$ cat src/rtl/logic_ops_pkg.sv
// Shared definitions for the bitwise logic-op unit.
//   - 3-bit operation codes used on the op port and inside the slice unit
//   - FSM state encoding for the sequencing top level
package logic_ops_pkg;

    localparam logic [2:0] OP_NOT  = 3'd0;  // ~A
    localparam logic [2:0] OP_AND  = 3'd1;  //  A & B
    localparam logic [2:0] OP_OR   = 3'd2;  //  A | B
    localparam logic [2:0] OP_XOR  = 3'd3;  //  A ^ B
    localparam logic [2:0] OP_NAND = 3'd4;  // ~(A & B)
    localparam logic [2:0] OP_NOR  = 3'd5;  // ~(A | B)
    localparam logic [2:0] OP_XNOR = 3'd6;  // ~(A ^ B)
    localparam logic [2:0] OP_PASS = 3'd7;  //  A

    typedef enum logic [1:0] {
        IDLE = 2'd0,
        BUSY = 2'd1,
        DONE = 2'd2
    } state_t;

endpackage

$ cat src/rtl/bitwise_slice.sv
// Combinational SLICE-wide bitwise operation unit.
// Ports:
//   op : operation code (see logic_ops_pkg)
//   a  : operand A slice
//   b  : operand B slice (ignored by NOT / PASS)
//   y  : result slice
module bitwise_slice
    import logic_ops_pkg::*;
#(
    parameter int SLICE = 8
) (
    input  logic [2:0]       op,
    input  logic [SLICE-1:0] a,
    input  logic [SLICE-1:0] b,
    output logic [SLICE-1:0] y
);

    always_comb begin
        y = a;
        case (op)
            OP_NOT:  y = ~a;
            OP_AND:  y = a & b;
            OP_OR:   y = a | b;
            OP_XOR:  y = a ^ b;
            OP_NAND: y = ~(a & b);
            OP_NOR:  y = ~(a | b);
            OP_XNOR: y = ~(a ^ b);
            OP_PASS: y = a;
            default: y = a;
        endcase
    end

endmodule

$ cat src/rtl/bitwise_logic_seq.sv
// Multi-cycle bitwise logic-op unit. Applies one of eight bitwise operations
// to WIDTH-bit operands, SLICE bits per clock, LSB slice first.
// Ports:
//   clk    : rising-edge clock
//   reset  : synchronous, active-high reset (overrides start)
//   start  : request, sampled only in IDLE
//   op     : operation code, latched with start
//   a, b   : operands, latched with start
//   busy   : high while slices are being computed (NSLICE cycles)
//   done   : one-cycle pulse once the full result is written
//   result : registered result, held until the next accepted start
//   zero   : result == 0
module bitwise_logic_seq
    import logic_ops_pkg::*;
#(
    parameter int WIDTH = 32,
    parameter int SLICE = 8
) (
    input  logic             clk,
    input  logic             reset,
    input  logic             start,
    input  logic [2:0]       op,
    input  logic [WIDTH-1:0] a,
    input  logic [WIDTH-1:0] b,
    output logic             busy,
    output logic             done,
    output logic [WIDTH-1:0] result,
    output logic             zero
);

    localparam int NSLICE = WIDTH / SLICE;
    localparam int IDX_W  = (NSLICE > 1) ? $clog2(NSLICE) : 1;
    localparam logic [IDX_W-1:0] LAST_IDX = IDX_W'(NSLICE - 1);

    state_t           state;
    logic [IDX_W-1:0] idx;
    logic [2:0]       op_lat;
    logic [WIDTH-1:0] a_lat;
    logic [WIDTH-1:0] b_lat;
    logic [SLICE-1:0] a_sl;
    logic [SLICE-1:0] b_sl;
    logic [SLICE-1:0] y_sl;

    // Operands come only from the latches, so input changes after the
    // accepting edge cannot disturb the operation in flight.
    assign a_sl = a_lat[idx*SLICE +: SLICE];
    assign b_sl = b_lat[idx*SLICE +: SLICE];

    bitwise_slice #(
        .SLICE(SLICE)
    ) u_slice (
        .op(op_lat),
        .a (a_sl),
        .b (b_sl),
        .y (y_sl)
    );

    always_ff @(posedge clk) begin
        if (reset) begin
            state  <= IDLE;
            busy   <= 1'b0;
            done   <= 1'b0;
            idx    <= '0;
            op_lat <= '0;
            a_lat  <= '0;
            b_lat  <= '0;
            result <= '0;
        end else begin
            case (state)
                IDLE: begin
                    done <= 1'b0;
                    if (start) begin
                        op_lat <= op;
                        a_lat  <= a;
                        b_lat  <= b;
                        // Cleared so unwritten upper slices read 0 while busy.
                        result <= '0;
                        idx    <= '0;
                        busy   <= 1'b1;
                        state  <= BUSY;
                    end
                end
                BUSY: begin
                    result[idx*SLICE +: SLICE] <= y_sl;
                    if (idx == LAST_IDX) begin
                        idx   <= '0;
                        busy  <= 1'b0;
                        done  <= 1'b1;
                        state <= DONE;
                    end else begin
                        idx <= idx + 1'b1;
                    end
                end
                DONE: begin
                    // Any start seen here is dropped, not queued.
                    done  <= 1'b0;
                    state <= IDLE;
                end
                default: begin
                    busy  <= 1'b0;
                    done  <= 1'b0;
                    state <= IDLE;
                end
            endcase
        end
    end

    assign zero = (result == '0);

endmodule

$ cat config.mk
export PLATFORM = sky130hd
export DESIGN_NAME = bitwise_logic_seq
export DESIGN_NICKNAME = d
export VERILOG_FILES = /design/src/rtl/logic_ops_pkg.sv /design/src/rtl/bitwise_slice.sv /design/src/rtl/bitwise_logic_seq.sv
export SDC_FILE = /design/constraint.sdc
export NUM_CORES = 1
export LEC_CHECK = 0
export CORE_MARGIN = 5
export CORE_UTILIZATION = 46
export DETAILED_ROUTE_END_ITERATION = 6
export PLACE_DENSITY_LB_ADDON = 0.25
export SETUP_SLACK_MARGIN = 0.05
export SYNTH_ARGS = -nofsm -noshare
export SYNTH_HDL_FRONTEND = slang
export SYNTH_SLANG_ARGS = --single-unit
$ cat constraint.sdc
create_clock -name clk -period 2.65 [get_ports clk]
set_clock_uncertainty 0.05 [all_clocks]
set_input_delay 0.265 -clock clk [delete_from_list [all_inputs] [get_ports clk]]
set_output_delay 0.265 -clock clk [all_outputs]
set_load 0.02 [all_outputs]
; ---- Word level (Yosys, flattened, before mapping)
; Cells that the tools add are included.
; Widths: inputs -> output; s select.
[totals]
regBits = 105
inputBits = 70
output_inout_bits = 35
word_cells = 57
[classes]
add_sub_neg = 2
n_eq_ne = 12
shift = 4
mux = 13
bitwise = 9
reduce_logical = 9
[ops]
columns = operator, count
row1 = $pmux 32 s2, 1
row2 = $pmux 8 s8, 1
row3 = $shiftx 32x6->8, 2
row4 = $neg 5->34, 1
row5 = $shift 8x34->32 const A, 1
row6 = $shiftx 8x34->32, 1
row7 = $bwmux 32, 1
row8 = $logic_not 32->1, 1
row9 = $mux 32, 1
row10 = $not 8->8, 4
row11 = $eq 3x3->1 const B, 4
row12 = $and 8x8->8, 1
row13 = $mux 2, 4
row14 = $or 8x8->8, 1
row15 = $pmux 2 s2, 2
row16 = $xor 8x8->8, 1
row17 = $eq 3x2->1 const B, 2
row18 = $reduce_and 2->1, 3
row19 = $eq 2x2->1 const B, 2
row20 = $ne 2x2->1 const B, 2
row21 = $eq 3x1->1 const B, 1
row22 = $logic_not 3->1, 1
row23 = $pmux 1 s3, 1
row24 = $reduce_and 3->1, 1
row25 = other kinds (7), 9

; ---- Longest topological paths before layout
[depth]
word_depth = 7
depth_mapped = 10
ltp_nobuf = 8

; ---- Cells and area by module
; A second synthesis with hierarchy kept.
[unflattened]
cells_unflattened = 574
hier_area_um2 = 5072.4
[modules_own_cells]
columns = module, n_inst, cells_each, area_each_um2, seq_area_each_um2
row1 = bitwise_logic_seq, 1, 451, 4229.1, 2102.0
row2 = bitwise_slice, 1, 123, 843.3, 0.0

; ---- Worst setup path before layout
; Ideal clock, no wire load.
[synth_path]
path_type = reg2reg
start = register idx[0]
end = register result[18]
setup_time_ns = 0.117
arrival_ns = 2.796
required_time_ns = 2.483
slack_ns = -0.313
stages_incl_launch_ff = 9
n_path_buf = 2
period_less_slack_ns = 2.963
cell_sequence = dfxtp_1 -> buf_6 -> buf_1 -> mux4_2 -> inv_1 -> ha_1 -> mux4_2 -> a22o_1 -> a22o_1
[synth_via]
elab_chain_len = 7
[synth_rtl]
columns = element, line_no
row1 = "start, declared", bitwise_logic_seq.sv:36  ; logic [IDX_W-1:0] idx;
row2 = "start signal, assigned", bitwise_logic_seq.sv:91  ; idx <= idx + 1'b1;
row3 = "$shiftx 32x6->8, on equally long branches", "bitwise_logic_seq.sv:46, bitwise_logic_seq.sv:47"
row4 = $xor 8x8->8 (tied with other cells), "bitwise_slice.sv:24, bitwise_slice.sv:27"
row5 = "$not 8->8, on equally long branches", "bitwise_slice.sv:27, bitwise_slice.sv:25, bitwise_slice.sv:26"
row6 = $pmux 8 s8, bitwise_slice.sv:20  ; case (op)
row7 = $shiftx 8x34->32, bitwise_logic_seq.sv:84  ; result[idx*SLICE +: SLICE] <= y_sl;
row8 = $bwmux 32 *, bitwise_logic_seq.sv:84
row9 = $pmux 32 s2 *, bitwise_logic_seq.sv:69  ; case (state)
row10 = "end signal, assigned by index", bitwise_logic_seq.sv:84
row11 = "end, declared", bitwise_logic_seq.sv:27  ; output logic [WIDTH-1:0] result,
; Mark *: on every way between the ends. The rest lies on a longest branch, timed or not.
; A chain may end at the register's enable or synchronous reset.

; ---- Worst setup path after layout
[layout_path]
start = register idx[0]
end = register result[1]
; Same word-level chain as after synthesis.

==> results_dict.tcl <==
set metrics [dict create \
    dieArea_mm2 0.0130 \
    num_vias 4370 \
    period_share_pct 98.3 \
    synth_edf_count 0 \
    fin_cells 788 \
    fp.coreArea_mm2 0.0107 \
    fillers 940 \
    portBuffers 104 \
    synthCells 550 \
    hold_viol 0 \
    antenna_found_initial 0 \
    p_per_area_mw_per_mm2 533 \
    pwr-share-clk_pct 29.5 \
    grt_overflow_total 0 \
    seqCellArea_mm2 0.00211 \
    drive_gt1_share_pct 14.4 \
    clk_path_buf_depth 2 \
    dr.pass1.iters 4 \
    grt_pass1_vias 4224 \
    p_comb_share_pct 21.3 \
    setup_violations 0 \
    async_flop_share_pct 0 \
    tightestPinTransition_ns 0.740 \
    reg2reg_depth 7 \
    synth.distinct_cells 38 \
    swShare_pct 28.0 \
    path_cells "bufbuf_16 > mux4_2 > inv_1 > ha_1 > mux4_2 > a22o_4 > a22o_1" \
    finalPower_mw 3.47 \
    min_period_ns 2.60 \
    root_buffer "clkbuf_8" \
    syn-cell-area_mm2 0.00496 \
    syn_nets 640 \
    row_count 38 \
    worstPathRequired_ns 2.87 \
    status "finished, final reports clean" \
    vdd_ir_drop_max_uv 254 \
    critPathArrivalTime_ns 2.82 \
    wire_per_inst_um 16.6 \
    clock-sinks 105 \
    start_util_pct 46.3 \
    cp_slowest_cell "mux4_2" \
    ys_warn_count 0 \
    n_antenna_cell 0 \
    die_w_um 114 \
    place_inst 768 \
    gp_congestion 0.805 \
    syn2layout_area_growth_pct 31.3 \
    die_y_um 114 \
    grt.total_usage_pct 20.1 \
    synth-seq-cells 105 \
    utilization_pct 60.8 \
    grt_max_degree 76 \
    synth_ff_type "dfxtp_1" \
    avgSynthCellArea_um2 9.01 \
    multi_input_area_mm2 0.00273 \
    cellInternalPower_mw 2.50 \
    maxSlewHeadroom_pct 50.6 \
    viasPerCell 5.55 \
    worstSetupPathType "reg2reg" \
    slowest_delay_ns 0.51 \
    holdBufCountCts 0 \
    start_kind "flip-flop" \
    holdPathStages 3 \
    fmax_mhz 384 \
    clkTransAtPathRegs_ns 0.10 \
    cts_buffers 9 \
    p_leak_nw 2.41 \
    path_max_fanout 10 \
    endpoint_kind "flip-flop" \
    wl_mm 13.1 \
    ant_nets 0 \
    clock_latency_ns 0.38 \
    io_pins 105 \
    p_switching_mw 0.972 \
    maxCapViolCount 0 \
    cts_max_level 3 \
    rsz0062_at_grt "yes" \
    drv_slew 0 \
    grt_pass1_wl_mm 21.1 \
    cts_tree "yes" \
    final_nets 733 \
    power_frac_seq_pct 49.2 \
    crit_top_cell "mux4_2" \
    ys_seq_area_share_pct 42.4 \
    drc 0 \
    dp_hpwl_mm 9.46 \
    hold_path.class "in2reg" \
    drt_iter0_markers 302 \
]
==> layout make-up <==
type | count | area share [%]
well taps | 140 | 2.69
inverters | 22 | 1.27
repair buffers | 120 | 18.5
clock inverters | 5 | 0.981
multi-input cells | 385 | 42.0
flip-flops and latches | 105 | 32.4
clock buffers | 11 | 2.17
==> state kept, by name (all words and copies together) (netlist names) <==
register,cells
op_lat,3
b_lat,32
result,32
done,1
idx,2
a_lat,32
busy,1
state,2
==> cell families after synthesis <==
kind of cell               share of synthesized area (%)
and+or+nand+nor                                     15.9
adders and majority gates                           5.05
muxes                                               12.2
buffers and inverters                               4.87
AOI/OAI and AO/OA                                   19.6
DFF                                                 42.4
==> repair_timing <==
item | 4_1_cts | 5_1_grt
resized for setup | 4 | 23
setup endpoints to repair | 31 | 32
cloned | 1 | 0
setup buffers | 1 | 2
pin swaps | 1 | 3
==> worst max-delay path: cells and delay by family, from the launching register on <==
family                     cells  cell delay (ns)
DFF                            1             0.38
muxes                          2             0.98
AOI/OAI and AO/OA              2             0.48
adders and majority gates      1             0.25
buffers and inverters          2             0.34
==> cells in the mapped netlist (2+ instances only) <==
cell type / number / share of area (%)
nand4_1: 3 / 0.38
nor4_1: 8 / 1.0
nand2_1: 151 / 11
a2bb2oi_1: 2 / 0.35
mux4_2: 21 / 9.5
ha_1: 20 / 5.0
mux4_1: 2 / 1.1
nor3_1: 3 / 0.30
a221oi_1: 6 / 1.1
o221a_2: 6 / 1.4
nor2_1: 15 / 1.1
buf_1: 5 / 0.38
inv_1: 21 / 1.6
a211oi_1: 2 / 0.30
buf_6: 2 / 0.45
mux2_2: 7 / 1.6
o21ai_0: 2 / 0.20
a21oi_1: 75 / 7.6
nor2b_1: 3 / 0.38
o221ai_1: 2 / 0.35
o22ai_1: 7 / 0.88
clkbuf_1: 30 / 2.3
dfxtp_1: 105 / 42
a22o_1: 38 / 6.7
==> path summary, 6_finish.rpt <==
path	start	endpoint	slack, ns
worst max-delay path	idx[0]$_SDFFE_PP0P_	result[1]$_SDFFE_PP0P_	0.05
worst min-delay path	reset	state[1]$_SDFFE_PP0P_	0.16
worst max register to register	idx[0]$_SDFFE_PP0P_	result[1]$_SDFFE_PP0P_	0.05
worst min register to register	a_lat[25]$_SDFFE_PP0P_	a_lat[25]$_SDFFE_PP0P_	0.41
==> placed cells by master, fill, tap and decap left out, types with 4 or more instances in the layout <==
cell type and n:
a21oi_1 74, a221oi_1 6, a22o_1 32, a22o_4 6, buf_4 13, clkbuf_8 10, clkdlybuf4s50_1 103, dfxtp_1 103
ha_1 16, ha_4 4, inv_1 13, inv_2 8, mux2_2 7, mux4_2 22, nand2_1 151, nor2_1 15
nor4_1 8, o221a_2 6, o22ai_1 6
==> power by group through the flow <==
stage | registers [mW] | clock network [mW] | logic [mW]
floorplan | 1.74 | 0 | 0.418
global placement | 1.74 | 0 | 0.648
detailed placement | 1.74 | 0 | 0.671
CTS | 1.71 | 1.04 | 0.687
global route | 1.72 | 1.10 | 0.807
finish | 1.71 | 1.02 | 0.738
==> per-stage QoR <==
stage	setup TNS, ns	setup slack (ns)	instance area (um^2)	hold slack (ns)
final	0	0.0454	6510	0.157
after global routing	-0.0880	-0.0349	6510	0.179
after CTS	0	0.0434	6390	0.154
after detailed placement	-0.281	-0.0808	6130	0.396
after global placement	0	0.00126	6130	0.391
after floorplan	0	0.0585	4960	0.351
==> layer usage <==
metal / GRT usage, % / vias to the layer above / wire, um
met5: 0 / - / 0
met4: 5.86 / 0 / 156
met3: 4.93 / 15 / 806
met2: 33.2 / 134 / 6340
met1: 26.2 / 2079 / 5770
li1: - / 2142 / -
No activity file was read; power rests on OpenSTA's default activity.
